<file path="src/rtl/ram_bist.sv">
// March C- style BIST controller driving a single-port synchronous RAM.
// Reports pass/fail plus the address and data of the first mismatch.
module ram_bist #(
    parameter int WIDTH = 4,
    parameter int DEPTH = 16,
    parameter int ADDR  = 4
) (
    input  logic             clk,
    input  logic             rst,
    input  logic             start,
    output logic             WE,
    output logic             RE,
    output logic [ADDR-1:0]  addr,
    output logic [WIDTH-1:0] WD,
    input  logic [WIDTH-1:0] RD,
    output logic             busy,
    output logic             done,
    output logic             pass,
    output logic             fail,
    output logic [ADDR-1:0]  fail_addr,
    output logic [WIDTH-1:0] fail_data
);

    typedef enum logic [2:0] {
        IDLE  = 3'd0,
        WRITE = 3'd1,
        READ  = 3'd2,
        CHECK = 3'd3,
        DONE  = 3'd4
    } state_t;

    localparam logic [ADDR-1:0]  A_ZERO = {ADDR{1'b0}};
    localparam logic [ADDR-1:0]  A_LAST = ADDR'(DEPTH - 1);
    localparam logic [WIDTH-1:0] P0     = {WIDTH{1'b0}};
    localparam logic [WIDTH-1:0] P1     = {WIDTH{1'b1}};
    localparam logic [2:0]       E_LAST = 3'd5;

    state_t          state;
    logic [2:0]      elem;
    logic [ADDR-1:0] acnt;

    logic            at_end_s;
    logic [2:0]      next_elem_s;
    logic [ADDR-1:0] next_first_s;
    logic [ADDR-1:0] step_addr_s;

    // Elements M3..M5 walk the address space downwards.
    function automatic logic descending(input logic [2:0] e);
        return (e >= 3'd3);
    endfunction

    function automatic logic [ADDR-1:0] first_addr(input logic [2:0] e);
        return descending(e) ? A_LAST : A_ZERO;
    endfunction

    function automatic logic [ADDR-1:0] end_addr(input logic [2:0] e);
        return descending(e) ? A_ZERO : A_LAST;
    endfunction

    function automatic logic [WIDTH-1:0] read_pat(input logic [2:0] e);
        return ((e == 3'd2) || (e == 3'd4)) ? P1 : P0;
    endfunction

    function automatic logic [WIDTH-1:0] write_pat(input logic [2:0] e);
        return ((e == 3'd1) || (e == 3'd3)) ? P1 : P0;
    endfunction

    // Address-sequencing helpers for the current march element.
    always_comb begin
        at_end_s     = (acnt == end_addr(elem));
        next_elem_s  = elem + 3'd1;
        next_first_s = first_addr(next_elem_s);
        if (descending(elem)) begin
            step_addr_s = acnt - ADDR'(1);
        end else begin
            step_addr_s = acnt + ADDR'(1);
        end
    end

    // March sequencer with registered RAM strobes and status outputs.
    always_ff @(posedge clk) begin
        if (rst) begin
            state     <= IDLE;
            elem      <= 3'd0;
            acnt      <= A_ZERO;
            WE        <= 1'b0;
            RE        <= 1'b0;
            addr      <= A_ZERO;
            WD        <= P0;
            busy      <= 1'b0;
            done      <= 1'b0;
            pass      <= 1'b0;
            fail      <= 1'b0;
            fail_addr <= A_ZERO;
            fail_data <= P0;
        end else begin
            WE   <= 1'b0;
            RE   <= 1'b0;
            addr <= A_ZERO;
            WD   <= P0;
            done <= 1'b0;
            case (state)
                IDLE: begin
                    if (start) begin
                        state     <= WRITE;
                        elem      <= 3'd0;
                        acnt      <= A_ZERO;
                        WE        <= 1'b1;
                        addr      <= A_ZERO;
                        WD        <= P0;
                        busy      <= 1'b1;
                        pass      <= 1'b0;
                        fail      <= 1'b0;
                        fail_addr <= A_ZERO;
                        fail_data <= P0;
                    end else begin
                        state <= IDLE;
                    end
                end
                WRITE: begin
                    if (at_end_s) begin
                        // Every element after M0 begins with a read.
                        state <= READ;
                        elem  <= next_elem_s;
                        acnt  <= next_first_s;
                        RE    <= 1'b1;
                        addr  <= next_first_s;
                    end else if (elem == 3'd0) begin
                        state <= WRITE;
                        acnt  <= step_addr_s;
                        WE    <= 1'b1;
                        addr  <= step_addr_s;
                        WD    <= P0;
                    end else begin
                        state <= READ;
                        acnt  <= step_addr_s;
                        RE    <= 1'b1;
                        addr  <= step_addr_s;
                    end
                end
                READ: begin
                    state <= CHECK;
                end
                CHECK: begin
                    if (RD != read_pat(elem)) begin
                        state     <= DONE;
                        done      <= 1'b1;
                        busy      <= 1'b0;
                        fail      <= 1'b1;
                        fail_addr <= acnt;
                        fail_data <= RD;
                    end else if (elem == E_LAST) begin
                        if (at_end_s) begin
                            state <= DONE;
                            done  <= 1'b1;
                            busy  <= 1'b0;
                            pass  <= 1'b1;
                        end else begin
                            state <= READ;
                            acnt  <= step_addr_s;
                            RE    <= 1'b1;
                            addr  <= step_addr_s;
                        end
                    end else begin
                        state <= WRITE;
                        WE    <= 1'b1;
                        addr  <= acnt;
                        WD    <= write_pat(elem);
                    end
                end
                DONE: begin
                    state <= IDLE;
                end
                default: begin
                    state <= IDLE;
                    busy  <= 1'b0;
                end
            endcase
        end
    end

endmodule

</file>
<file path="config.mk">
export PLATFORM = sky130hd
export DESIGN_NAME = ram_bist
export DESIGN_NICKNAME = d
export VERILOG_FILES = /design/src/rtl/ram_bist.sv
export SDC_FILE = /design/constraint.sdc
export NUM_CORES = 1
export LEC_CHECK = 0
export ABC_AREA = 1
export CAP_MARGIN = 20
export CORE_MARGIN = 4
export CORE_UTILIZATION = 52
export CTS_BUF_LIST = sky130_fd_sc_hd__clkbuf_8
export CTS_CLUSTER_DIAMETER = 150
export DETAILED_ROUTE_END_ITERATION = 10
export GPL_TIMING_DRIVEN = 1
export PLACE_DENSITY = 0.77
export RECOVER_POWER = 25
export SLEW_MARGIN = 20
export SYNTH_ARGS = -nofsm -noshare
export SYNTH_HDL_FRONTEND = slang
export SYNTH_SLANG_ARGS = --single-unit
</file>
<file path="constraint.sdc">
create_clock -name clk -period 2.75 [get_ports clk]
set_clock_uncertainty 0.2 [all_clocks]
set_input_delay 0.4125 -clock clk [delete_from_list [all_inputs] [get_ports clk]]
set_output_delay 0.4125 -clock clk [all_outputs]
set_load 0.01 [all_outputs]
</file>
[Yosys cells after proc, flatten, opt, wreduce, memory -nomap -nowiden]
Index checks and enable logic that the tools add are counted.
Cells by class
  $add $sub $neg: 3
  magnitude comparators: 2
  equality and inequality tests: 20
  mux-type cells: 56
  bitwise gates (word level): 2
  reduce and logical (&&, ||, !) cells: 15
Operator list (number)
  $mux W4: 15
  $pmux W4 S2: 3
  $mux W1: 23
  $mux W3: 5
  $ne A2 B2 Y1 const B: 7
  $eq A3 B2 Y1 const B: 4
  $pmux W3 S4: 1
  $pmux W4 S3: 1
  $reduce_and A5 Y1: 2
  $eq A3 B3 Y1 const B: 3
  $eq A3 B1 Y1 const B: 2
  $ge A3 B2 Y1 const B: 2
  $logic_not A3 Y1: 2
  $ne A3 B3 Y1 const B: 2
  $pmux W1 S2: 3
  $pmux W1 S3: 2
  $pmux W3 S2: 1
  $reduce_and A3 Y1: 2
  $add A4 B1 Y4 const B: 1
  $eq A4 B4 Y1: 1
  $mux W2: 2
  $ne A4 B4 Y1: 1
  $reduce_and A4 Y1: 1
  $reduce_bool A2 Y1: 2
  8 further kinds: 10
Storage, ports and cells
  bits in registers: 32
  output and inout bits: 22
  word-level logic and storage cells: 111

[Longest topological paths before layout]
  word-level depth: 7
  mapped depth: 14
  gate-level depth less buffers: 14

[Worst setup path after synthesis]
OpenSTA, ideal clock, no wires.
  path type: reg2reg
  start: register elem[0]
  end: register acnt[2]
  setup time: 0.112 ns
  arrival time: 2.012 ns
  slack: 0.426 ns
  stages on the path, launching flop included: 15
  buffers on the path: 0
  cells stage by stage: dfxtp_1 ha_1 ha_1 nor2_2 nand2_2 ha_1 nand2_1 a21oi_2 nand3_4 nor2_1 nor2_1 nand2_1 o21ai_1 nor2_1 nor2_1
Between the ends
  longest elaborated chain between the ends: 6
  elaborated cells on any way between the ends: 22
  classes of those cells: 1 x add/sub; 2 x order compare; 8 x eq/ne; 9 x mux; 2 x reduce/logical
Ends and longest elaborated chain
  start: declaration: line 39  | logic [2:0] elem;
  start signal: assignment: line 124  | elem <= next_elem_s;
  parallel branches: the longest is 6 deep, another holds $add A3 B1 Y3
  end signal: assignment: line 125  | acnt <= next_first_s;
  end signal: assignment: line 136  | acnt <= step_addr_s;
  end signal: assignment: line 160  | acnt <= step_addr_s;
  end: declaration: line 40  | logic [ADDR-1:0] acnt;
Several ways; the timed one is not identified. The select of a mux whose other input is x is not followed.
A chain may end at the register's enable or synchronous reset.

[Worst setup path in the final report]
  start: register elem[0]
  end: register acnt[1]
Same word-level chain as after synthesis.

==> flow_summary_export.csv <==
group,metric,value,unit
drt,met1_length,1779,µm
drt,wirelength,4102,µm
clock_tree,clk_latency,0.28,ns
min_path,min_path_type,"reg2reg",
sta,finalSetupViolCount,0,
critical_path,path_common_cell,"ha_1",
finish,areaGrowthSynthToFinish,24.53,%
synth,synth_xor_area_share,0.5109,%
synth,syn_inst,248,
power_and_ir_drop,p_leak,0.001028,µW
drt,wl_met2,1980,µm
synth,synth-simple-area-share,37.23,%
die,initial_core_util,55.24,%
synth,seq_area_frac_synth,33.87,%
synth,syn_avg_cell_area,6.912,µm²
min_path,worstHoldPathCells,2,
die,fp.dieW,65.42,µm
drt,num_vias,1649,
critical_path,cp_num_buf_inv,0,
place,gp_congestion,0.8915,
finish,stdcell_area,2135,µm²
die,dieArea,4279,µm²
drt,drt-vias-per-instance,5.153,
finish,layout_commonest_cell,"nand2_1",
drt,ant_nets,0,
drt,drt-initial-drc-count,124,
die,core-area,3103,µm²
synth,synth.area.mux_share,0,%
synth,synth_top_area_share,33.87,%
global_route,grt_pass1_vias,1530,
drt,dr.max_layer_used,"met4",
finish,diodes,0,
flow_run,max_cap_viol_count,0,
synth,syn_area,1714,µm²
critical_path,critPathCaptureType,"flip-flop",
sta,worst_slew_pin_slew,0.4513,ns
finish,drive_gt1_share,12.32,%
synth,synth_fa_ha_area_share,7.007,%
global_route,antenna_found_initial,0,
clock_tree,clockRootBuffer,"clkbuf_8",
sta,fin_crit_sh,93.83,%
synth,ys_seq_elements,29,
synth,syn_nets,264,
die,io-pin-count,29,
synth,synth-compound-area-share,10.58,%
clock_tree,clkTransAtPathRegs,0.06,ns
drt,drt_first_pass_iters,4,
sta,slew_headroom,69.88,%
synth,synth_cell_types,32,
sta,final_max_slew_viol_count,0,
critical_path,slowest_stage,"dfxtp_1",
critical_path,path_depth,13,
sta,tns,0,ns
die,die_y,65.42,µm
place,placed_cell_area,2003,µm²
critical_path,worst_path_largest_cell_delay,0.34,ns
critical_path,cp-start-kind,"flip-flop",
synth,yosysTopAreaCell,"dfxtp_1",
clock_tree,cts_tree,"done",
synth,netlist_top_cells_area,"dfxtp_1, nand2_1, nand3_1, a21oi_1, ha_1",
critical_path,crit_chain,"ha_1, ha_1, nor2_2, nand2_2, ha_1, nand2_1, a21oi_4, nand3_4, nand2_2, nor2_1, nand2_1, and2_1, a21oi_1",
sta,rsz0062_at_grt,"false",
clock_tree,cts_made_buffers,5,
power_and_ir_drop,powerDensity,649.3,nW/µm²
critical_path,critPathRequiredTime,2.72,ns
drt,wl_per_cell,12.82,µm
place,dp_hpwl,2986,µm
clock_tree,post_cts_buffers,0,
global_route,grt_max_degree,17,
die,num_rows,20,
finish,final_net_count,291,
clock_tree,htreeDepth,2,
clock_tree,cts.sinks,29,
drt,dr_wl_met3,294,µm
sta,period_needed,2.580,ns
global_route,grt_pass1_wl,7058,µm
critical_path,cp.arrival,2.55,ns
critical_path,critical-path-top-delay-family,"simple AND/OR/NAND/NOR gates",
finish,final_cell_mix,"nand2_1, nand3_1, dfxtp_1, inv_1, nor2_1",
status,outcome,"finished, final reports clean",
synth,ys.warnings.count,0,
synth,synth_top_family_by_area,"simple AND/OR/NAND/NOR gates",
place,placed_cells,312,
sta,finalHoldViolations,0,
critical_path,worst-setup-path-type,"reg2reg",
place,portBuffers,28,
power_and_ir_drop,peakVddDrop,0.0003766,V
clock_tree,cts_buffer_depth,2,
global_route,grt-ovfl-total,0,
global_route,grt_usage,21.57,%
critical_path,path_max_fanout,9,
sta,max_freq,0.3875,GHz
finish,instances_no_fill,320,
drt,remaining_drc_errors,0,
critical_path,reg2reg_depth,13,
-- worst min-delay path: cells and delay by family, from the launching register on --
| kind | cells | cell delay (ns) |
|---|---|---|
| flip-flops | 1 | 0.30 |
| AO/OA/AOI/OAI | 1 | 0.05 |
| buffers and inverters | 1 | 0.04 |
-- state kept, by name, summed over array words and instances (netlist names) --
name	flops
acnt	4
addr	4
fail_addr	4
fail_data	4
elem	3
state	3
RE	1
WD	1
WE	1
busy	1
done	1
fail	1
pass	1
-- routing by layer --
metal	vias to the layer above	GRT usage [%]
li1	848	-
met3	7	6.496
met5	-	0
met4	0	7.513
met2	52	34.77
met1	742	27.25
-- timing repair --
item,in CTS,in global routing
resized for setup,0,2
endpoints found under the setup margin,0,4
hold buffers,0,0
-- cell usage after synthesis (all sizes together) --
| library cell | instances |
|---|---|
| a21oi | 21 |
| a31oi | 1 |
| and2 | 1 |
| buf | 7 |
| clkbuf | 3 |
| dfxtp | 29 |
| fa | 1 |
| ha | 8 |
| inv | 33 |
| nand2 | 61 |
| nand3 | 35 |
| nand4 | 4 |
| nor2 | 30 |
| nor3 | 1 |
| o211ai | 1 |
| o21ai | 11 |
| xor2 | 1 |
-- final timing paths --
check,start,endpoint,slack [ns]
setup / recovery,elem[0],acnt[1],0.17
hold / removal,pass,pass,0.25
setup reg to reg,elem[0],acnt[1],0.17
hold reg to reg,pass,pass,0.25
-- cells by family after synthesis --
kind of cell | count (synthesis)
adder cells (fa/ha/maj) | 9
XOR/XNOR | 1
buffers and inverters | 43
AO/OA/AOI/OAI | 34
AND/OR/NAND/NOR | 132
flip-flops | 29
-- area by class of cell --
type                    instances  area (µm²)
fillers                       283       968.4
well taps                      44       55.05
clock inverters                 2       33.78
repair buffers                 30       295.3
flip-flops and latches         29       580.6
clock buffers                   6       82.58
inverters                      33       123.9
multi-input cells             176       963.4
-- power breakdown --
| group | internal [µW] | switching, µW |
|---|---|---|
| Combinational | 157 | 281 |
| Clock | 291 | 164 |
| Sequential | 459 | 34.4 |
-- through the flow --
step           utilization [%]  power (µW)  setup slack (ns)  hold WS [ns]
6_report                 68.79        1386            0.1697        0.2475
5_1_grt                  68.79        1484           0.01126        0.2898
3_5_place_dp             64.56       929.9            0.2149        0.2458
3_3_place_gp             64.56       925.6            0.2635        0.2409
2_1_floorplan                -       813.0            0.4260        0.2706
4_1_cts                  68.31        1393            0.1778        0.2547
(Power assumes the default switching activity.)
